`config.mk`:
```
export PLATFORM = sky130hd
export DESIGN_NAME = psg_audio_mixer
export DESIGN_NICKNAME = d
export VERILOG_FILES = /design/src/rtl/psg_audio_pkg.sv /design/src/rtl/psg_dc_blocker.sv /design/src/rtl/psg_audio_mixer.sv
export SDC_FILE = /design/constraint.sdc
export NUM_CORES = 1
export LEC_CHECK = 0
export BUFFER_PORTS_ARGS = -buffer_cell sky130_fd_sc_hd__buf_2
export CORE_ASPECT_RATIO = 1.25
export CORE_UTILIZATION = 57
export DETAILED_ROUTE_END_ITERATION = 8
export MAX_ROUTING_LAYER = met4
export PLACE_DENSITY = 0.9
export RECOVER_POWER = 25
export SETUP_SLACK_MARGIN = 0.3
export SLEW_MARGIN = 0
export SYNTH_ARGS = -nofsm -noshare
export SYNTH_HDL_FRONTEND = slang
export SYNTH_SLANG_ARGS = --single-unit
```
`constraint.sdc`:
```
create_clock -name CLK -period 3.6 [get_ports CLK]
set_input_delay 0.36 -clock CLK [delete_from_list [all_inputs] [get_ports CLK]]
set_output_delay 0.36 -clock CLK [all_outputs]
set_load 0.02 [all_outputs]
```
`src/rtl/psg_audio_pkg.sv`:
```
// rtl/psg_audio_pkg.sv - shared types, widths and the channel mix function for the PSG audio mixer
package psg_audio_pkg;

    localparam int MIX_W    = 10;
    localparam int SAMPLE_W = 16;
    localparam int X_SHIFT  = 5;
    localparam int X_W      = MIX_W + X_SHIFT;

    typedef enum logic [1:0] {
        MONO  = 2'd0,
        ABC   = 2'd1,
        ACB   = 2'd2,
        MONO2 = 2'd3
    } stereo_mode_t;

    typedef enum logic {
        EMPTY = 1'b0,
        FULL  = 1'b1
    } out_state_t;

    // Returns {left, right}; the centre channel goes to both sides at unit weight.
    function automatic logic [2*MIX_W-1:0] mix_channels(input stereo_mode_t mode,
                                                        input logic [7:0] a,
                                                        input logic [7:0] b,
                                                        input logic [7:0] c);
        logic [MIX_W-1:0] a10, b10, c10, l, r;
        a10 = MIX_W'(a);
        b10 = MIX_W'(b);
        c10 = MIX_W'(c);
        case (mode)
            ABC: begin
                l = (a10 << 1) + b10;
                r = (c10 << 1) + b10;
            end
            ACB: begin
                l = (a10 << 1) + c10;
                r = (b10 << 1) + c10;
            end
            default: begin
                l = a10 + b10 + c10;
                r = l;
            end
        endcase
        return {l, r};
    endfunction

endpackage

```
`src/rtl/psg_dc_blocker.sv`:
```
// rtl/psg_dc_blocker.sv - one-pole DC blocker for one stereo side, with mute and saturation
module psg_dc_blocker
    import psg_audio_pkg::*;
#(
    parameter int HP_SHIFT = 10
) (
    input  logic                       CLK,
    input  logic                       RESET,
    input  logic                       in_valid,
    input  logic [X_W-1:0]             x,
    input  logic                       dc_en,
    input  logic                       mute,
    output logic signed [SAMPLE_W-1:0] y
);
    localparam int ACC_W = X_W + HP_SHIFT;
    localparam int DW    = SAMPLE_W + 1;
    localparam logic signed [DW-1:0] SAT_HI = DW'((1 << (SAMPLE_W - 1)) - 1);
    localparam logic signed [DW-1:0] SAT_LO = ~SAT_HI;

    logic [ACC_W-1:0]     dcacc;
    logic [X_W-1:0]       dc;
    logic signed [DW-1:0] diff;

    assign dc = dcacc[ACC_W-1:HP_SHIFT];

    always_comb begin
        diff = dc_en ? ($signed(DW'(x)) - $signed(DW'(dc))) : $signed(DW'(x));
        if (mute)
            y = '0;
        else if (diff > SAT_HI)
            y = SAT_HI[SAMPLE_W-1:0];
        else if (diff < SAT_LO)
            y = SAT_LO[SAMPLE_W-1:0];
        else
            y = diff[SAMPLE_W-1:0];
    end

    // The estimator tracks the input even while bypassed or muted so re-enabling is click-free.
    always_ff @(posedge CLK) begin
        if (RESET)
            dcacc <= '0;
        else if (in_valid)
            dcacc <= dcacc + ACC_W'(x) - ACC_W'(dc);
    end

endmodule

```
`src/rtl/psg_audio_mixer.sv`:
```
// rtl/psg_audio_mixer.sv - PSG channel stereo mixer, CE-driven box decimator and output holding register
module psg_audio_mixer
    import psg_audio_pkg::*;
#(
    parameter int DECIM_LOG2 = 4,
    parameter int HP_SHIFT   = 10
) (
    input  logic                       CLK,
    input  logic                       RESET,
    input  logic                       CE,
    input  logic [7:0]                 CH_A,
    input  logic [7:0]                 CH_B,
    input  logic [7:0]                 CH_C,
    input  logic [1:0]                 STEREO_MODE,
    input  logic                       DC_EN,
    input  logic                       MUTE,
    output logic signed [SAMPLE_W-1:0] OUT_L,
    output logic signed [SAMPLE_W-1:0] OUT_R,
    output logic                       OUT_VALID,
    input  logic                       OUT_READY,
    output logic                       OVERRUN
);
    localparam int ACC_W = MIX_W + DECIM_LOG2;

    logic [MIX_W-1:0]            mix_l, mix_r;
    logic [ACC_W-1:0]            acc_l, acc_r, sum_l, sum_r;
    logic [DECIM_LOG2-1:0]       win_cnt;
    logic                        s0_valid, s1_valid;
    logic [X_W-1:0]              x_l, x_r;
    logic signed [SAMPLE_W-1:0]  y_l, y_r;
    out_state_t                  state, state_nxt;
    logic                        load, drop;

    assign {mix_l, mix_r} = mix_channels(stereo_mode_t'(STEREO_MODE), CH_A, CH_B, CH_C);

    // s0: window sum captured on the closing CE; s1: scaled sample feeding the DC blockers.
    always_ff @(posedge CLK) begin
        if (RESET) begin
            acc_l    <= '0;
            acc_r    <= '0;
            sum_l    <= '0;
            sum_r    <= '0;
            win_cnt  <= '0;
            s0_valid <= 1'b0;
            s1_valid <= 1'b0;
            x_l      <= '0;
            x_r      <= '0;
        end else begin
            s0_valid <= 1'b0;
            s1_valid <= s0_valid;
            if (s0_valid) begin
                x_l <= {sum_l[ACC_W-1:DECIM_LOG2], {X_SHIFT{1'b0}}};
                x_r <= {sum_r[ACC_W-1:DECIM_LOG2], {X_SHIFT{1'b0}}};
            end
            if (CE) begin
                if (win_cnt == {DECIM_LOG2{1'b1}}) begin
                    sum_l    <= acc_l + ACC_W'(mix_l);
                    sum_r    <= acc_r + ACC_W'(mix_r);
                    acc_l    <= '0;
                    acc_r    <= '0;
                    win_cnt  <= '0;
                    s0_valid <= 1'b1;
                end else begin
                    acc_l   <= acc_l + ACC_W'(mix_l);
                    acc_r   <= acc_r + ACC_W'(mix_r);
                    win_cnt <= win_cnt + DECIM_LOG2'(1);
                end
            end
        end
    end

    psg_dc_blocker #(.HP_SHIFT(HP_SHIFT)) u_dc_l (
        .CLK(CLK), .RESET(RESET), .in_valid(s1_valid), .x(x_l),
        .dc_en(DC_EN), .mute(MUTE), .y(y_l)
    );

    psg_dc_blocker #(.HP_SHIFT(HP_SHIFT)) u_dc_r (
        .CLK(CLK), .RESET(RESET), .in_valid(s1_valid), .x(x_r),
        .dc_en(DC_EN), .mute(MUTE), .y(y_r)
    );

    always_comb begin
        state_nxt = state;
        load      = 1'b0;
        drop      = 1'b0;
        case (state)
            EMPTY: begin
                if (s1_valid) begin
                    state_nxt = FULL;
                    load      = 1'b1;
                end
            end
            FULL: begin
                if (OUT_READY) begin
                    load      = s1_valid;
                    state_nxt = s1_valid ? FULL : EMPTY;
                end else if (s1_valid) begin
                    drop = 1'b1;
                end
            end
            default: state_nxt = EMPTY;
        endcase
    end

    always_ff @(posedge CLK) begin
        if (RESET) begin
            state   <= EMPTY;
            OUT_L   <= '0;
            OUT_R   <= '0;
            OVERRUN <= 1'b0;
        end else begin
            state <= state_nxt;
            if (load) begin
                OUT_L <= y_l;
                OUT_R <= y_r;
            end
            if (drop)
                OVERRUN <= 1'b1;
        end
    end

    assign OUT_VALID = (state == FULL);

endmodule

```
==> results by group, run 1 <==
Run status
  • Run status: finished with violations
  • Violated checks: setup timing

Clock network
  • CTS tree: done
  • Reg clk slew, reported paths: ~0.070 ns
  • Root buf cell: clkbuf_16
  • # clock sinks: 158
  • Hold_buf cts: 0
  • CTS Buf Count: 17
  • Clock Tree Buf Depth: 2
  • Clock latency on the worst-skew pair: 0.44 ns
  • H-Tree Depth: 4

Hold path
  • Hold path start: CE
  • HP Class: in2reg
  • Worst Hold Path EP: win_cnt[1]
  • WHS Path Cells: 3

Global routing
  • GRT busiest layer: met2
  • Met2 capacity usage during global routing: 0.560
  • Met1 usage: 0.320
  • All-Layer GR Usage: 0.308
  • Global-route wire length before repair: around 53000 um
  • Vias in the first global route: 11.6k
  • Largest net degree at the start of global routing: 77
  • GR Overflow Total: 0
  • Initial antenna violation count: 0
  • Met3 GRT Util: 0.0390

Finish
  • Ant diodes: 0
  • Share of layout cells above drive strength 1: 0.193
  • Commonest cells after routing, fill and taps aside: dfxtp_1, inv_1, nor2_1
  • Commonest non-fill, non-tap cell in the layout: dfxtp_1
  • Layout area overhead: 21.1%
  • Non-Filler Instances: around 1.9k
  • Final net count: 1825

Synthesis
  • Yosys reg bits: 158
  • Adder-cell share of the synthesized area: 0.195
  • Synthesized Nets: 1680
  • Post-synthesis xor/xnor area fraction: 0.0717
  • Post-synth cell types: 70
  • Post-synth ARST share: 0
  • Syn Std Cell Area: roughly 12000 sq um
  • Mux share of post-synthesis cell area: 0.0462
  • Ys Warns: 0
  • Main flop type after synthesis: dfxtp_1
  • Synth Instances: around 1.5k
  • Synth Area in Simple Gates: 0.147
  • Seq/Total Area, Yosys: 0.261
  • Largest family of logic cells by synthesized area: compound AO/OA/AOI/OAI gates
  • Avg Inst Size Synth: 8.17 sq um
  • Post-synthesis compound-gate area fraction: 0.214
  • EDFF count, synth: 0

Setup path
  • Worst setup EP type: flip-flop
  • CP Data Required Time: 3.98 ns
  • R2R cell count: 13
  • Critical-path cell list: buf_8 -> inv_4 -> fa_1 -> inv_1 -> ha_2 -> inv_2 -> fa_2 -> nor2b_1 -> o21ai_1 -> a21oi_1 -> o21ai_1 -> nand2b_1 -> xor2_1 -> inv_1 -> o22ai_2 -> ha_1 -> o21a_1 -> nor2_2 -> nor2b_2 -> a21boi_2 -> o21a_2 -> or4_4 -> nand3_2
  • Critical Path Max Stage Delay: 0.49 ns
  • Crit Reg-Reg Endpoint: u_dc_l.dcacc[21]
  • RR Startpoint: u_dc_l.dcacc[10]
  • Arrival time worst endpoint: 4.08 ns
  • FF-to-FF setup slack: 0.27 ns
  • Worst-path fanout max: 5
  • CP max-delay cell: or4_4
  • WS Path Type: in2reg
  • CP startpoint: CH_B[1]
  • Startpoint Class: primary input

Timing
  • Rel. slew slack: 0.225
  • RSZ-0062 raised after global routing: true
  • Slew @ Worst Pin: 1.16 ns
  • Maximum operating frequency: 270 MHz
  • # setup viols final: 8
  • Setup slack after layout: -0.0989 ns
  • Final Hold Viols: 0
  • Period minus WS final: 3.70 ns
  • Slew Limit Fails: 0
  • Final TNS setup: -0.393 ns
  • Layout Skew: 0.00976 ns
  • Period Utilization, post-route: 1.03

Floorplanning
  • Die Y: 165 um
  • Core footprint: approximately 21000 sq um
  • Initial Util: 0.581
  • Io pins: 66
  • Site row count: 59
  • Die extent in x: 132 um
  • Die ar.: 21800 sq um

Job
  • MaxCap Viol Count: 0

Placed design
  • Gpl congestion: roughly 1
  • DPL Wire Length: between 20000 and 25000 um
  • Input/output buffers: 65
  • Placed cells: 1861

Power and ir drop
  • Pwr per Cell Area: 375 nW/um^2
  • Peak VDD IR: 0.305 mV
  • Leakage: 6.26 nW

Drt
  • DR vias: ~12k
  • Average wire per standard cell: about 18 um
  • Vias per cell: between 6 and 7
  • Starting DRC count in detailed routing: 1169
  • Drt first pass iters: 5
  • DRC Markers: 0
  • Detail Route Antenna Nets: 0
  • Final wirelength: ~35000 um
-- state kept, by name (all words and copies together), names as in the netlist --
signal and count:
x_l 10, u_dc_l.dcacc 25, acc_l 14, OUT_L 16, OUT_R 16, s1_valid 1
sum_r 10, acc_r 14, x_r 10, u_dc_r.dcacc 25, sum_l 10, OVERRUN 1
s0_valid 1, win_cnt 4, OUT_VALID 1
-- cells by family after synthesis --
logic type	count (synthesis)
flops	158
mux	55
buf+inv	210
simple gates	388
compound gates	404
fa+ha+maj	167
xor+xnor	99
-- per-layer routing --
metal / wire (um) / share of wire / vias to the layer above
li1: - / - / 5497
met1: 13200 / 0.37 / 5637
met2: 17900 / 0.51 / 577
met3: 2120 / 0.060 / 189
met4: 2120 / 0.060 / 0
met5: 0 / 0 / -
-- cells in the mapped netlist (7+ instances only) --
cell	count	area [sq um]
nor3_1	16	80.1
buf_1	13	48.8
and3_1	18	113
a31oi_1	13	81.3
or3_1	7	43.8
a22o_1	9	78.8
dfxtp_1	158	3160
nand2b_1	11	68.8
nand4_1	13	81.3
mux2i_1	48	480
clkbuf_1	43	161
xor2_1	37	324
nor2b_1	13	81.3
a221oi_1	7	61.3
ha_1	131	1640
o21a_1	10	75.1
nor2_1	139	522
a22oi_1	27	203
a21oi_1	109	546
o22ai_1	14	87.6
inv_1	152	571
fa_1	36	721
a21boi_0	8	60.1
xnor2_1	62	543
and2_1	8	50.1
o21ai_1	9	45.0
nand3_1	30	150
a211oi_1	17	128
a21o_1	39	293
nand2_1	111	417
o21bai_1	10	75.1
o21ai_0	83	415
-- layout make-up --
type | count | area, sq um
clock buffers | 18 | 439
clock inverters | 14 | 159
fillers | 1463 | 6170
inverters | 154 | 588
multi-input cells | 1113 | 8710
flip-flops and latches | 158 | 3180
well taps | 274 | 343
repair buffers | 182 | 1240
-- through the flow --
| stage | cell area (sq um) | setup slack, ns | power, mW | hold WS (ns) | util |
|---|---|---|---|---|---|
| final | 14700 | -0.0989 | 5.49 | 0.299 | 0.704 |
| after global placement | 13400 | -0.497 | 3.13 | 0.441 | 0.642 |
| after floorplan | 12200 | -0.230 | 2.70 | 0.432 | - |
| after detailed placement | 13400 | -0.587 | 3.20 | 0.443 | 0.642 |
| after global routing | 14700 | -0.267 | 5.70 | 0.367 | 0.704 |
| after CTS | 14200 | 0.0351 | 5.14 | 0.292 | 0.681 |
-- how the worst max path moves through the flow --
stage,endpoint,depth (start not counted)
floorplan,sum_l[12],22
global placement,sum_l[10],23
detailed placement,sum_l[12],23
CTS,sum_l[12],23
global route,sum_l[12],23
finish,sum_l[12],23
-- critical path, delay by kind of cell --
family / cells / cell delay (ns)
AND/OR/NAND/NOR: 6 / 0.97
buffers and inverters: 5 / 0.33
XOR/XNOR: 1 / 0.18
adder cells (fa/ha/maj): 4 / 1.24
AO/OA/AOI/OAI: 7 / 0.98
-- power by group --
part / internal (mW) / leakage [nW] / total (mW) / switching, mW
logic: 0.867 / 4.69 / 1.79 / 0.924
registers: 1.81 / 1.28 / 1.85 / 0.0465
clock network: 1.05 / 0.287 / 1.85 / 0.796
total: 3.73 / 6.26 / 5.49 / 1.77
-- what timing repair did --
action                                  CTS  global route
setup buffers                            12             8
endpoints found under the setup margin   31            44
pin swaps                                31            32
gates resized for setup                  37           100
No activity file was read; power rests on OpenSTA's default activity.
==> run 2, diff against run 1 <==
ABC_AREA = 1   (was not set)
==> results by group, run 2 <==
Run status
  • Run status: finished with violations
  • Violated checks: capacitance limit, slew limit

Drt
  • Vias per cell: 5.62
  • DR vias: 15.0k
  • Drt first pass iters: 7
  • Average wire per standard cell: 17.4 um
  • Final wirelength: 46400 um
  • Detail Route Antenna Nets: 0
  • Starting DRC count in detailed routing: about 1.1k
  • DRC Markers: 0

Setup path
  • FF-to-FF setup slack: around 0.75 ns
  • Crit Reg-Reg Endpoint: u_dc_r.dcacc[12]
  • Most frequent CP cell: nand2_1
  • Critical-path cell list: buf_8 -> inv_4 -> fa_1 -> inv_1 -> ha_2 -> inv_2 -> fa_2 -> inv_2 -> nand3_2 -> nand2_2 -> nand2_2 -> nand2_1 -> nand2_1 -> nand2_1 -> inv_1 -> ha_1 -> nand2_1 -> nor2_1 -> a21oi_1 -> or2_2 -> nand3_1 -> nand2_1
  • CP Data Required Time: approximately 3.9 ns
  • CP startpoint: CH_B[1]
  • Critical Path Max Stage Delay: 0.46 ns
  • WS Path Type: in2reg
  • R2R cell count: 12
  • Startpoint Class: primary input
  • Worst-path fanout max: 5
  • Worst setup EP type: flip-flop
  • RR Startpoint: u_dc_r.dcacc[11]
  • Arrival time worst endpoint: 3.56 ns
  • Crit path capture: sum_l[6]
  • CP max-delay cell: fa_1

Global routing
  • GR Overflow Total: 0
  • Vias in the first global route: 14.3k
  • Largest net degree at the start of global routing: 83
  • All-Layer GR Usage: 0.378
  • Initial antenna violation count: 1
  • Global-route wire length before repair: around 71000 um

Finish
  • Largest registers: u_dc_l.dcacc x25, u_dc_r.dcacc x25
  • Commonest non-fill, non-tap cell in the layout: nand2_1
  • Final net count: 2530
  • Layout area overhead: 15.2%
  • Share of layout cells above drive strength 1: 0.109
  • Final core occ: 0.676
  • Commonest cells after routing, fill and taps aside: nand2_1, inv_1, a21oi_1
  • Non-Filler Instances: 2670

Floorplanning
  • Die extent in x: 142 um
  • Core footprint: 23900 sq um
  • Io pins: 66
  • Initial Util: 0.587
  • Site row count: 63
  • Die ar.: 25200 sq um
  • Die Y: 177 um

Power and ir drop
  • Leakage: 8.42 nW
  • Peak VDD IR: 0.310 mV
  • Pwr per Cell Area: 339 nW/um^2

Timing
  • Rel. slew slack: -0.0544
  • Period minus WS final: 3.23 ns
  • Period Utilization, post-route: 0.899
  • Layout Skew: 0.0152 ns
  • Maximum operating frequency: 309 MHz
  • Final TNS setup: 0 ns
  • # setup viols final: 0
  • Final Hold Viols: 0
  • Setup slack after layout: 0.365 ns
  • Slew @ Worst Pin: 1.58 ns
  • Slew Limit Fails: 32
  • RSZ-0062 raised after global routing: true

Placed design
  • DPL Wire Length: 35900 um
  • Placement Setup Slack: -0.149 ns
  • Placed cells: 2630
  • Input/output buffers: 65
  • Gpl congestion: 0.999

Synthesis
  • Ys Warns: 0
  • Synth top area share: 0.226
  • Largest family of logic cells by synthesized area: simple AND/OR/NAND/NOR gates
  • Area contributors post-synth: dfxtp_1, nand2_1, ha_1, inv_1, a21oi_1
  • Synth cell count leaders: nand2_1, inv_1, a21oi_1
  • Post-synth cell types: 49
  • Post-synth ARST share: 0
  • Synth area leader: dfxtp_1
  • Mux share of post-synthesis cell area: 0.00161
  • Top-count cell post-synth: nand2_1
  • Post-synthesis xor/xnor area fraction: 0.0163
  • Avg Inst Size Synth: 6.32 sq um
  • Yosys reg bits: 158
  • EDFF count, synth: 0
  • Post-synthesis compound-gate area fraction: 0.166
  • Synthesized Nets: between 2k and 2.5k
  • Seq/Total Area, Yosys: 0.226
  • Synth Instances: around 2.2k
  • Adder-cell share of the synthesized area: 0.168
  • Syn Std Cell Area: 14000 sq um
  • Main flop type after synthesis: dfxtp_1
  • Synth Area in Simple Gates: 0.302

Job
  • MaxCap Viol Count: 1

Clock network
  • CTS tree: done
  • # clock sinks: approximately 160
  • CTS Buf Count: 17
  • Clock Tree Buf Depth: 2
  • Clock latency on the worst-skew pair: 0.44 ns
  • Root buf cell: clkbuf_16
  • H-Tree Depth: 4
  • Reg clk slew, reported paths: 0.07 ns

Hold path
  • HP Class: in2reg
run 2: cell count changes after synthesis, moves of 16 or more:
cell / before / now
a211oi_1: 17 / 1
a21o_1: 39 / 8
a21oi_1: 109 / 226
a22oi_1: 27 / 2
and3_1: 18 / 1
inv_1: 152 / 384
mux2i_1: 48 / 0
nand2_1: 111 / 560
nand3_1: 30 / 170
nand4_1: 13 / 53
nor2_1: 139 / 170
o21ai_0: 83 / 118
xnor2_1: 62 / 5
xor2_1: 37 / 21
run 2: logic make-up after synthesis:
family,count (synthesis)
AO/OA/AOI/OAI,425
XOR/XNOR,26
adder cells (fa/ha/maj),167
buffers and inverters,437
flip-flops,158
multiplexers,2
AND/OR/NAND/NOR,1000
run 2: power breakdown:
group / leakage (nW) / internal, mW / total, mW / switching (mW)
clock: 0.291 / 1.01 / 1.89 / 0.879
sequential: 1.28 / 1.80 / 1.85 / 0.0478
combinational: 6.85 / 0.732 / 1.74 / 1.00
run 2: metrics by stage:
stage | power [mW] | hold slack (ns) | area (sq um)
floorplan | 2.79 | 0.421 | 14000
global placement | 3.27 | 0.436 | 15100
detailed placement | 3.30 | 0.436 | 15100
CTS | 5.18 | 0.263 | 15700
global route | 5.74 | 0.287 | 16100
finish | 5.48 | 0.273 | 16100
run 2: worst min path at each step:
stage / slack [ns] / depth (start not counted) / start / endpoint
2_1_floorplan: 0.42 / 2 / sum_l[13] / sum_l[13]
3_3_place_gp: 0.44 / 2 / sum_r[9] / sum_r[9]
3_5_place_dp: 0.44 / 2 / sum_r[9] / sum_r[9]
4_1_cts: 0.26 / 4 / OUT_READY / OUT_VALID
5_1_grt: 0.29 / 4 / OUT_READY / OUT_VALID
6_report: 0.27 / 4 / OUT_READY / OUT_VALID
run 2: metal layers:
metal | global-route usage | up-vias | part of all wire
met4 | 0.222 | 0 | 0.055
met3 | 0.0511 | 141 | 0.064
met1 | 0.422 | 6902 | 0.40
met2 | 0.641 | 540 | 0.48
li1 | - | 7415 | -
met5 | - | - | 0
run 2: what timing repair did:
| action | in CTS | in global routing |
|---|---|---|
| setup buffers | 0 | 7 |
| setup endpoints to repair | 1 | 36 |
| pin swaps | 1 | 35 |
| hold buffers | 0 | 0 |
| resized for setup | 2 | 107 |
run 2: critical path: cells and delay by family:
family          cells  cell delay [ns]
compound gates      1             0.15
fa+ha+maj           4             1.38
buf+inv             6             0.35
simple gates       11             1.31
run 2: area by class of cell:
| class | instances | area, sq um |
|---|---|---|
| flip-flops and latches | 158 | 3160 |
| repair buffers | 148 | 948 |
| inverters | 386 | 1450 |
| diodes | 1 | 2.50 |
| well taps | 325 | 407 |
| clock buffers | 18 | 439 |
| multi-input cells | 1620 | 9560 |
| clock inverters | 14 | 166 |
| fillers | 2183 | 7750 |
